--- config.mk ---
export PLATFORM = sky130hd
export DESIGN_NAME = instr_fetch_unit
export DESIGN_NICKNAME = d
export VERILOG_FILES = /design/src/rtl/cpu_pkg.sv /design/src/rtl/fetch_queue.sv /design/src/rtl/instr_fetch_unit.sv
export SDC_FILE = /design/constraint.sdc
export NUM_CORES = 1
export LEC_CHECK = 0
export CAP_MARGIN = 15
export CORE_AREA = 8 8 155 157
export DETAILED_ROUTE_END_ITERATION = 16
export DIE_AREA = 0 0 163 165
export PLACE_DENSITY = 0.71
export SLEW_MARGIN = 25
export SYNTH_ARGS = -nofsm -noshare
export SYNTH_HDL_FRONTEND = slang
export SYNTH_SLANG_ARGS = --single-unit
--- constraint.sdc ---
create_clock -name clk -period 8 [get_ports clk]
set_input_delay 1.2 -clock clk [delete_from_list [all_inputs] [get_ports clk]]
set_output_delay 1.2 -clock clk [all_outputs]
set_load 0.03 [all_outputs]
--- src/rtl/cpu_pkg.sv ---
// -----------------------------------------------------------------------------
// cpu_pkg
// Shared CPU-wide constants and types used by the fetch front end.
//   RESET_PC      : PC value loaded after reset
//   INSTR_NOP     : instruction word shown to decode when nothing is queued
//   fetch_state_t : states of the instruction fetch FSM
//   pc_plus4      : sequential PC step, wraps modulo 2^32
//   word_align    : clears the two byte-offset bits of an address
// -----------------------------------------------------------------------------
package cpu_pkg;

   localparam logic [31:0] RESET_PC  = 32'h0000_3000;
   localparam logic [31:0] INSTR_NOP = 32'h0000_0000;

   // IDLE  : nothing outstanding at the memory
   // REQ   : request presented, not yet accepted
   // WAIT  : request accepted, response still to come
   // DRAIN : response still to come, but it belongs to a squashed path
   typedef enum logic [1:0] {
      FETCH_IDLE  = 2'd0,
      FETCH_REQ   = 2'd1,
      FETCH_WAIT  = 2'd2,
      FETCH_DRAIN = 2'd3
   } fetch_state_t;

   function automatic logic [31:0] pc_plus4(input logic [31:0] pc);
      return pc + 32'd4;
   endfunction

   function automatic logic [31:0] word_align(input logic [31:0] addr);
      return {addr[31:2], 2'b00};
   endfunction

endpackage

--- src/rtl/fetch_queue.sv ---
// -----------------------------------------------------------------------------
// fetch_queue
// Small FIFO of fetched {instruction, pc} pairs sitting between the fetch FSM
// and decode.
//   clk, reset            : clock, synchronous active-high reset
//   push, push_instr/pc   : write one entry (ignored when full)
//   pop                   : drop the head entry (ignored when empty)
//   flush                 : discard every entry
//   full, empty           : occupancy flags
//   head_instr, head_pc   : current head, zero while empty
// -----------------------------------------------------------------------------
module fetch_queue
   import cpu_pkg::*;
#(
   parameter int QDEPTH = 2
) (
   input  logic        clk,
   input  logic        reset,
   input  logic        push,
   input  logic [31:0] push_instr,
   input  logic [31:0] push_pc,
   input  logic        pop,
   input  logic        flush,
   output logic        full,
   output logic        empty,
   output logic [31:0] head_instr,
   output logic [31:0] head_pc
);

   localparam int PTR_W = $clog2(QDEPTH);
   localparam logic [PTR_W:0] DEPTH_CNT = (PTR_W + 1)'(QDEPTH);

   logic [31:0]    instr_mem [QDEPTH];
   logic [31:0]    pc_mem    [QDEPTH];
   logic [PTR_W:0] wr_ptr;
   logic [PTR_W:0] rd_ptr;
   logic [PTR_W:0] used;
   logic           do_push;
   logic           do_pop;

   // Pointers carry one extra wrap bit so full and empty are distinguishable.
   assign used    = wr_ptr - rd_ptr;
   assign full    = (used == DEPTH_CNT);
   assign empty   = (used == '0);
   assign do_push = push && !full;
   assign do_pop  = pop && !empty;

   // Flush simply rewinds both pointers; stale storage is never visible
   // because the head outputs are masked while empty.
   always_ff @(posedge clk) begin
      if (reset || flush) begin
         wr_ptr <= '0;
         rd_ptr <= '0;
      end else begin
         if (do_push) wr_ptr <= wr_ptr + 1'b1;
         if (do_pop)  rd_ptr <= rd_ptr + 1'b1;
      end
   end

   always_ff @(posedge clk) begin
      if (do_push && !flush && !reset) begin
         instr_mem[wr_ptr[PTR_W-1:0]] <= push_instr;
         pc_mem[wr_ptr[PTR_W-1:0]]    <= push_pc;
      end
   end

   assign head_instr = empty ? INSTR_NOP : instr_mem[rd_ptr[PTR_W-1:0]];
   assign head_pc    = empty ? 32'h0     : pc_mem[rd_ptr[PTR_W-1:0]];

endmodule

--- src/rtl/instr_fetch_unit.sv ---
// -----------------------------------------------------------------------------
// instr_fetch_unit
// Fetch front end: issues one instruction-memory request at a time from the
// current PC, steps the PC by 4 on acceptance, handles redirects from EX and
// queues returned words for decode.
//   clk, reset                        : clock, synchronous active-high reset
//   pc_cur / pc_next / pc_load        : interface to the external PC register
//   redirect_valid / redirect_pc      : taken branch or jump from EX
//   imem_req_valid/addr/ready         : request channel to instruction memory
//   imem_rsp_valid/data               : response channel from instruction memory
//   id_valid/instr/pc/pc_plus4, id_ready : queue head handed to decode
// -----------------------------------------------------------------------------
module instr_fetch_unit
   import cpu_pkg::*;
#(
   parameter int          QDEPTH   = 2,
   parameter logic [31:0] RESET_PC = cpu_pkg::RESET_PC
) (
   input  logic        clk,
   input  logic        reset,
   input  logic [31:0] pc_cur,
   output logic [31:0] pc_next,
   output logic        pc_load,
   input  logic        redirect_valid,
   input  logic [31:0] redirect_pc,
   output logic        imem_req_valid,
   output logic [31:0] imem_req_addr,
   input  logic        imem_req_ready,
   input  logic        imem_rsp_valid,
   input  logic [31:0] imem_rsp_data,
   output logic        id_valid,
   output logic [31:0] id_instr,
   output logic [31:0] id_pc,
   output logic [31:0] id_pc_plus4,
   input  logic        id_ready
);

   fetch_state_t state;
   fetch_state_t state_next;

   logic [31:0] req_addr_q;
   logic        accept;
   logic        push;
   logic        pop;
   logic        flush;
   logic        q_full;
   logic        q_empty;
   logic [31:0] head_instr;
   logic [31:0] head_pc;
   logic        unused_low_bits;

   // Redirect targets are word-aligned, so their byte-offset bits are dropped.
   assign unused_low_bits = ^redirect_pc[1:0];

   // State register; reset forgets any request still in flight.
   always_ff @(posedge clk) begin
      if (reset) state <= FETCH_IDLE;
      else       state <= state_next;
   end

   // The address of the accepted request is kept so the returning word can be
   // tagged with it, because pc_cur has already moved on by then.
   always_ff @(posedge clk) begin
      if (reset)       req_addr_q <= 32'h0;
      else if (accept) req_addr_q <= imem_req_addr;
   end

   // Next-state logic. Only IDLE checks queue space: with a single request
   // outstanding, "queue count + outstanding" reduces to "queue not full".
   always_comb begin
      state_next = state;
      unique case (state)
         FETCH_IDLE: begin
            if (!redirect_valid && !q_full) state_next = FETCH_REQ;
         end
         FETCH_REQ: begin
            if (accept)              state_next = redirect_valid ? FETCH_DRAIN : FETCH_WAIT;
            else if (redirect_valid) state_next = FETCH_IDLE;
         end
         FETCH_WAIT: begin
            if (imem_rsp_valid)      state_next = FETCH_IDLE;
            else if (redirect_valid) state_next = FETCH_DRAIN;
         end
         FETCH_DRAIN: begin
            if (imem_rsp_valid) state_next = FETCH_IDLE;
         end
         default: state_next = FETCH_IDLE;
      endcase
   end

   // Output logic. A redirect accepted together with a request still counts as
   // an acceptance (the response must be drained) but its target beats +4.
   always_comb begin
      imem_req_valid = (state == FETCH_REQ) && !reset;
      imem_req_addr  = word_align(pc_cur);
      accept         = imem_req_valid && imem_req_ready;
      pc_load        = 1'b0;
      pc_next        = pc_plus4(pc_cur);
      push           = 1'b0;
      pop            = 1'b0;
      flush          = 1'b0;
      if (reset) begin
         pc_next = RESET_PC;
      end else begin
         if (redirect_valid) begin
            pc_load = 1'b1;
            pc_next = word_align(redirect_pc);
            flush   = 1'b1;
         end else if (accept) begin
            pc_load = 1'b1;
            pc_next = pc_plus4(pc_cur);
         end
         push = (state == FETCH_WAIT) && imem_rsp_valid && !redirect_valid;
         pop  = !q_empty && id_ready && !redirect_valid;
      end
   end

   fetch_queue #(
      .QDEPTH (QDEPTH)
   ) u_fetch_queue (
      .clk        (clk),
      .reset      (reset),
      .push       (push),
      .push_instr (imem_rsp_data),
      .push_pc    (req_addr_q),
      .pop        (pop),
      .flush      (flush),
      .full       (q_full),
      .empty      (q_empty),
      .head_instr (head_instr),
      .head_pc    (head_pc)
   );

   assign id_valid    = !q_empty;
   assign id_instr    = head_instr;
   assign id_pc       = head_pc;
   assign id_pc_plus4 = q_empty ? 32'h0 : pc_plus4(head_pc);

endmodule

After elaboration in Yosys (flattened, before gate mapping)
Memory sizes are Yosys's and may differ from the RTL's. A register that Yosys moved wholly into a read port is not among the register bits. Cells that the tools add are included.

Bits in registers: 36. Bits in latches: 0. RAM bits: 124. Memory bits (read-only): 0. Word-level logic and storage cells: 65. Memories: 2.

Add/subtract/negate cells: 5. $mul: 0. Div/mod/pow operators: 0. Order comparisons: 0. Eq/ne operators: 8. Shift-type cells: 0. Multiplexer cells: 26. Bitwise operators: 0. Reduce and logical (&&, ||, !) cells: 20.

Memories: u_fetch_queue.instr_mem (words 2, bits a word 32, rd ports 1, clocked after Yosys merged registers in 1, write ports 1, RTL line fetch_queue.sv:33) `logic [31:0] instr_mem [QDEPTH];`; u_fetch_queue.pc_mem (words 2, bits a word 30, rd ports 1, clocked after Yosys merged registers in 1, write ports 1, RTL line fetch_queue.sv:34) `logic [31:0] pc_mem [QDEPTH];`.

Operators by type and width (count): $mux 32 (5); $add 32x3->32 const B (2); $mux 1 (14); $mux 2 (6); $logic_and 1x1->1 (11); $pmux 2 s4 (1); $eq 2x2->1 const B (3); $ne 3x3->1 const B (2); $logic_not 1->1 (5); $add 2x1->2 const B (2); $logic_not 2->1 (2); $ne 2x2->1 const B (2); $reduce_and 4->1 (1); $eq 2x1->1 const B (1); $sub 2x2->2 (1); $logic_or 1x1->1 (1).

Logic depth before layout (Yosys ltp)
Word-level depth: 9. Gate-level depth with buffers: 13.

By module
From an unflattened synthesis, not the netlist that was laid out.

Cell total of the unflattened synthesis: 805. Area, all modules: 8919.8 sq um.

Modules (own cells, without submodules): fetch_queue (instances 1, cells each 302, area each 5522.8 sq um, sequential area each 3943.8 sq um); instr_fetch_unit (instances 1, cells each 503, area each 3397.0 sq um, sequential area each 640.6 sq um).

Worst setup path after synthesis
OpenSTA, ideal clock, no wires.

Path kind: flip-flop to output port. Start: reg with a tool-made name. End: out id_pc_plus4[20]. Arrival: 4.098 ns. Setup slack: 2.702 ns. Stages on the path, launching flop included: 13. Buffers on the path: 6. Cell sequence: dfxtp_1 buf_6 buf_2 buf_2 buf_2 buf_2 mux2i_1 nor2_1 ha_1 a21boi_2 nand3_1 buf_2 o41ai_1.

RTL lines: end, declared (RTL line instr_fetch_unit.sv:34) `output logic [31:0] id_pc_plus4,`.

==> metrics.cfg <==
[grt]
grt_overflow = 0
grt_max_degree = 71
grt_pass1_vias = 6459
antenna_found_initial = 0
grt_pass1_wl_mm = 35.6
track_usage_pct = 17.1

[critical_path]
required_ns = 6.80
r2r-end = u_fetch_queue.pc_mem[0][16]
critPathLaunchType = flop
reg2reg_setup_slack_ns = 5.46
worst_setup_path_end_kind = output pin
reg2reg_from = u_fetch_queue.wr_ptr[0]
worstPathArrival_ns = 4.64
path_class = reg2out
crit_path_max_fanout = 58
worstRegToRegCells = 4

[floorplanning]
start_util_pct = 38.6
fp.dieH_um = 165
ios = 265
rows = 54
coreArea_mm2 = 0.0215
die_area_mm2 = 0.0269
die_w_um = 163

[synthesis]
ys_types = 59
synth_seq_cells = 161
yosysWarningCount = 0
ys_seq_area_share_pct = 53.9
synthArstFlopShare_pct = 0
synthCells = 782
synth_area_mm2 = 0.00829
synth_flop_cell = edfxtp_1
synth-edff-count = 124
postSynthAreaPerCell_um2 = 10.6

[clock_network]
cts_hold_buffers = 0
cts_buffers = 17
clk_latency_ns = 0.42
clkTransAtPathRegs_ns = 0.06
h-tree-depth = 4
cts_tree = yes
cts_resized = 0
cts.path.max_buffers = 2
cts_root_buf = clkbuf_16
cts_setup_buffers = 0
cts_sinks = 161

[timing]
hold-worst-slack_ns = 0.465
period_needed_ns = 5.84
min_period_over_period_pct = 72.9
setup_viol = 0
tns_ns = 0
setup_slack_ns = 2.16
rsz0062_at_grt = false
fin_skew_ns = 0.00946
timing.fmax_mhz = 171
hold_violations = 0
finalMaxSlewViolations = 0
worst_slew_pin_slew_ns = 0.885
relSlewSlack_pct = 41.0

[place]
detailedPlace.worstSlack_ns = 2.53
hpwl_mm = 17.3
io_buffers = 256
gp_congestion = 0.783

[finish]
drive_above_1_share_pct = 5.98
fill_cells = 1942
diodes = 0
fin_nets = 1094
area_delta_synth_final_pct = 37.8

[power]
peakVddDrop_uv = 103
p_switching_uw = 436
cellPowerDensity_mw_per_mm2 = 168
seq_power_share_pct = 47.5
pwr-share-comb_pct = 10.5
power.total_uw = 1920
clkPwrFrac_pct = 42.0
p_int_uw = 1490
switching_share_pct = 22.7
p_leak_uw = 0.00371

[outcome]
status = finished clean

[drt]
route.met3.wl_mm = 2.09
viasPerCell = 4.98
drtIter0Drc = 422
drc = 0
wl_met2_mm = 9.68
wl_mm = 23.1
drt_first_pass_iters = 5
vias = 6384
ant_nets = 0
wl_per_cell_um = 18.0
met1_length_mm = 10.8
maxUsedRoutingLayer = met4

[hold_path]
min_path_cells = 0
min_from = req_addr_q[27]
hold_end = u_fetch_queue.pc_mem[1][25]
hold_class = reg2reg

[flow_run]
cap_violations = 0

==> state kept, by name, summed over array words and instances (netlist names), named ones only <==
name and cells:
u_fetch_queue.instr_mem 64, u_fetch_queue.wr_ptr 2, u_fetch_queue.pc_mem 60, req_addr_q 30, state 2, u_fetch_queue.rd_ptr 2
==> cell families (layout without fill, tap and decap cells) <==
group / after synthesis / in the layout / share of synthesized area, %
adder cells (fa/ha/maj): 2 / 2 / 0.302
flip-flops: 161 / 161 / 53.9
other: 1 / 6 / 0.0453
XOR/XNOR: 48 / 48 / 5.07
buffers and inverters: 89 / 305 / 6.27
multiplexers: 67 / 67 / 8.20
AO/OA/AOI/OAI: 102 / 102 / 8.02
AND/OR/NAND/NOR: 312 / 312 / 18.2
==> layout make-up <==
class	instances	area [µm²]	share of cell area [%]
Sequential cell	161	4470	39.1
Multi-Input combinational cell	537	3340	29.2
Timing Repair Buffer	264	2620	23.0
Clock buffer	23	512	4.48
Tap cell	280	350	3.07
Clock inverter	9	91.3	0.800
Inverter	9	33.8	0.296
==> per-layer routing <==
| layer | vias to the layer above | GRT usage [%] |
|---|---|---|
| met1 | 2883 | 22.6 |
| li1 | 3203 | - |
| met2 | 273 | 25.2 |
| met3 | 25 | 5.81 |
| met4 | 0 | 6.67 |
| met5 | - | 0 |
==> synthesized netlist by cell type, types with 5 or more instances <==
cell type,count,share of area [%]
edfxtp_1,124,45
nor2_1,102,4.6
nand2_1,97,4.4
mux2i_1,60,7.2
dfxtp_1,37,8.9
buf_4,36,3.3
o21ai_0,35,2.1
xor2_1,30,3.2
nand3_1,23,1.4
clkbuf_1,22,1.0
a211oi_1,18,1.6
xnor2_1,18,1.9
a21oi_1,16,0.97
nand4_1,16,1.2
and2_1,12,0.91
buf_2,10,0.60
nor3_1,10,0.60
nor4_1,9,0.68
inv_1,8,0.36
buf_1,7,0.32
and3_1,6,0.45
buf_6,5,0.68
nand3b_1,5,0.45
nand4b_1,5,0.53
==> per-stage QoR <==
step | instance area (µm²) | util [%] | instances
finish | 11400 | 53.1 | 1283
global route | 11400 | 53.1 | 1283
CTS | 11400 | 53.1 | 1283
detailed placement | 10800 | 50.3 | 1251
global placement | 10800 | 50.3 | 1251
floorplan | 8300 | - | 787
==> critical path, stage by stage, from the launching register on <==
cell and delay [ns]:
dfxtp_4 0.72, buf_4 0.69, nand3_1 0.28, a22oi_1 0.41, nand3_1 0.54, or4_1 0.64
o21ai_1 0.15, clkdlybuf4s50_1 0.71
==> cells in the final DEF (no fill, tap or decap), types with 3 or more instances in the layout <==
cell type	n
clkdlybuf4s50_1	256
edfxtp_1	124
nor2_1	100
nand2_1	97
mux2i_1	60
dfxtp_1	36
o21ai_0	35
xor2_1	30
nand3_1	23
clkbuf_16	20
xnor2_1	18
a211oi_1	18
a21oi_1	16
nand4_1	16
and2_1	10
nor3_1	10
nor4_1	9
buf_4	8
inv_1	7
and3_1	6
conb_1	6
nand4b_1	5
nand3b_1	5
nand2b_1	4
nor2b_1	4
o211a_1	4
nor4_2	4
mux2_1	4
o41ai_1	4
and4_1	3
o22ai_1	3
or3_1	3
a22oi_1	3
mux2_2	3
o31ai_1	3
clkinv_4	3
clkbuf_1	3
inv_4	3
==> power by group through the flow <==
stage / logic [µW] / clock network (µW) / registers [µW]
after CTS: 204 / 830 / 913
after global placement: 202 / 0 / 930
after detailed placement: 203 / 0 / 931
after floorplan: 103 / 0 / 928
final: 202 / 808 / 912
after global routing: 217 / 865 / 913
==> worst max path at each step <==
stage | startpoint | endpoint | depth (start not counted)
final | flop | id_pc_plus4[22] | 7
after floorplan | flop | id_pc_plus4[20] | 12
after CTS | flop | id_pc_plus4[22] | 7
after global routing | flop | id_pc_plus4[30] | 7
after global placement | pc_cur[4] | pc_next[19] | 7
after detailed placement | pc_cur[4] | pc_next[19] | 7
Power figures use the tool's default switching activity.
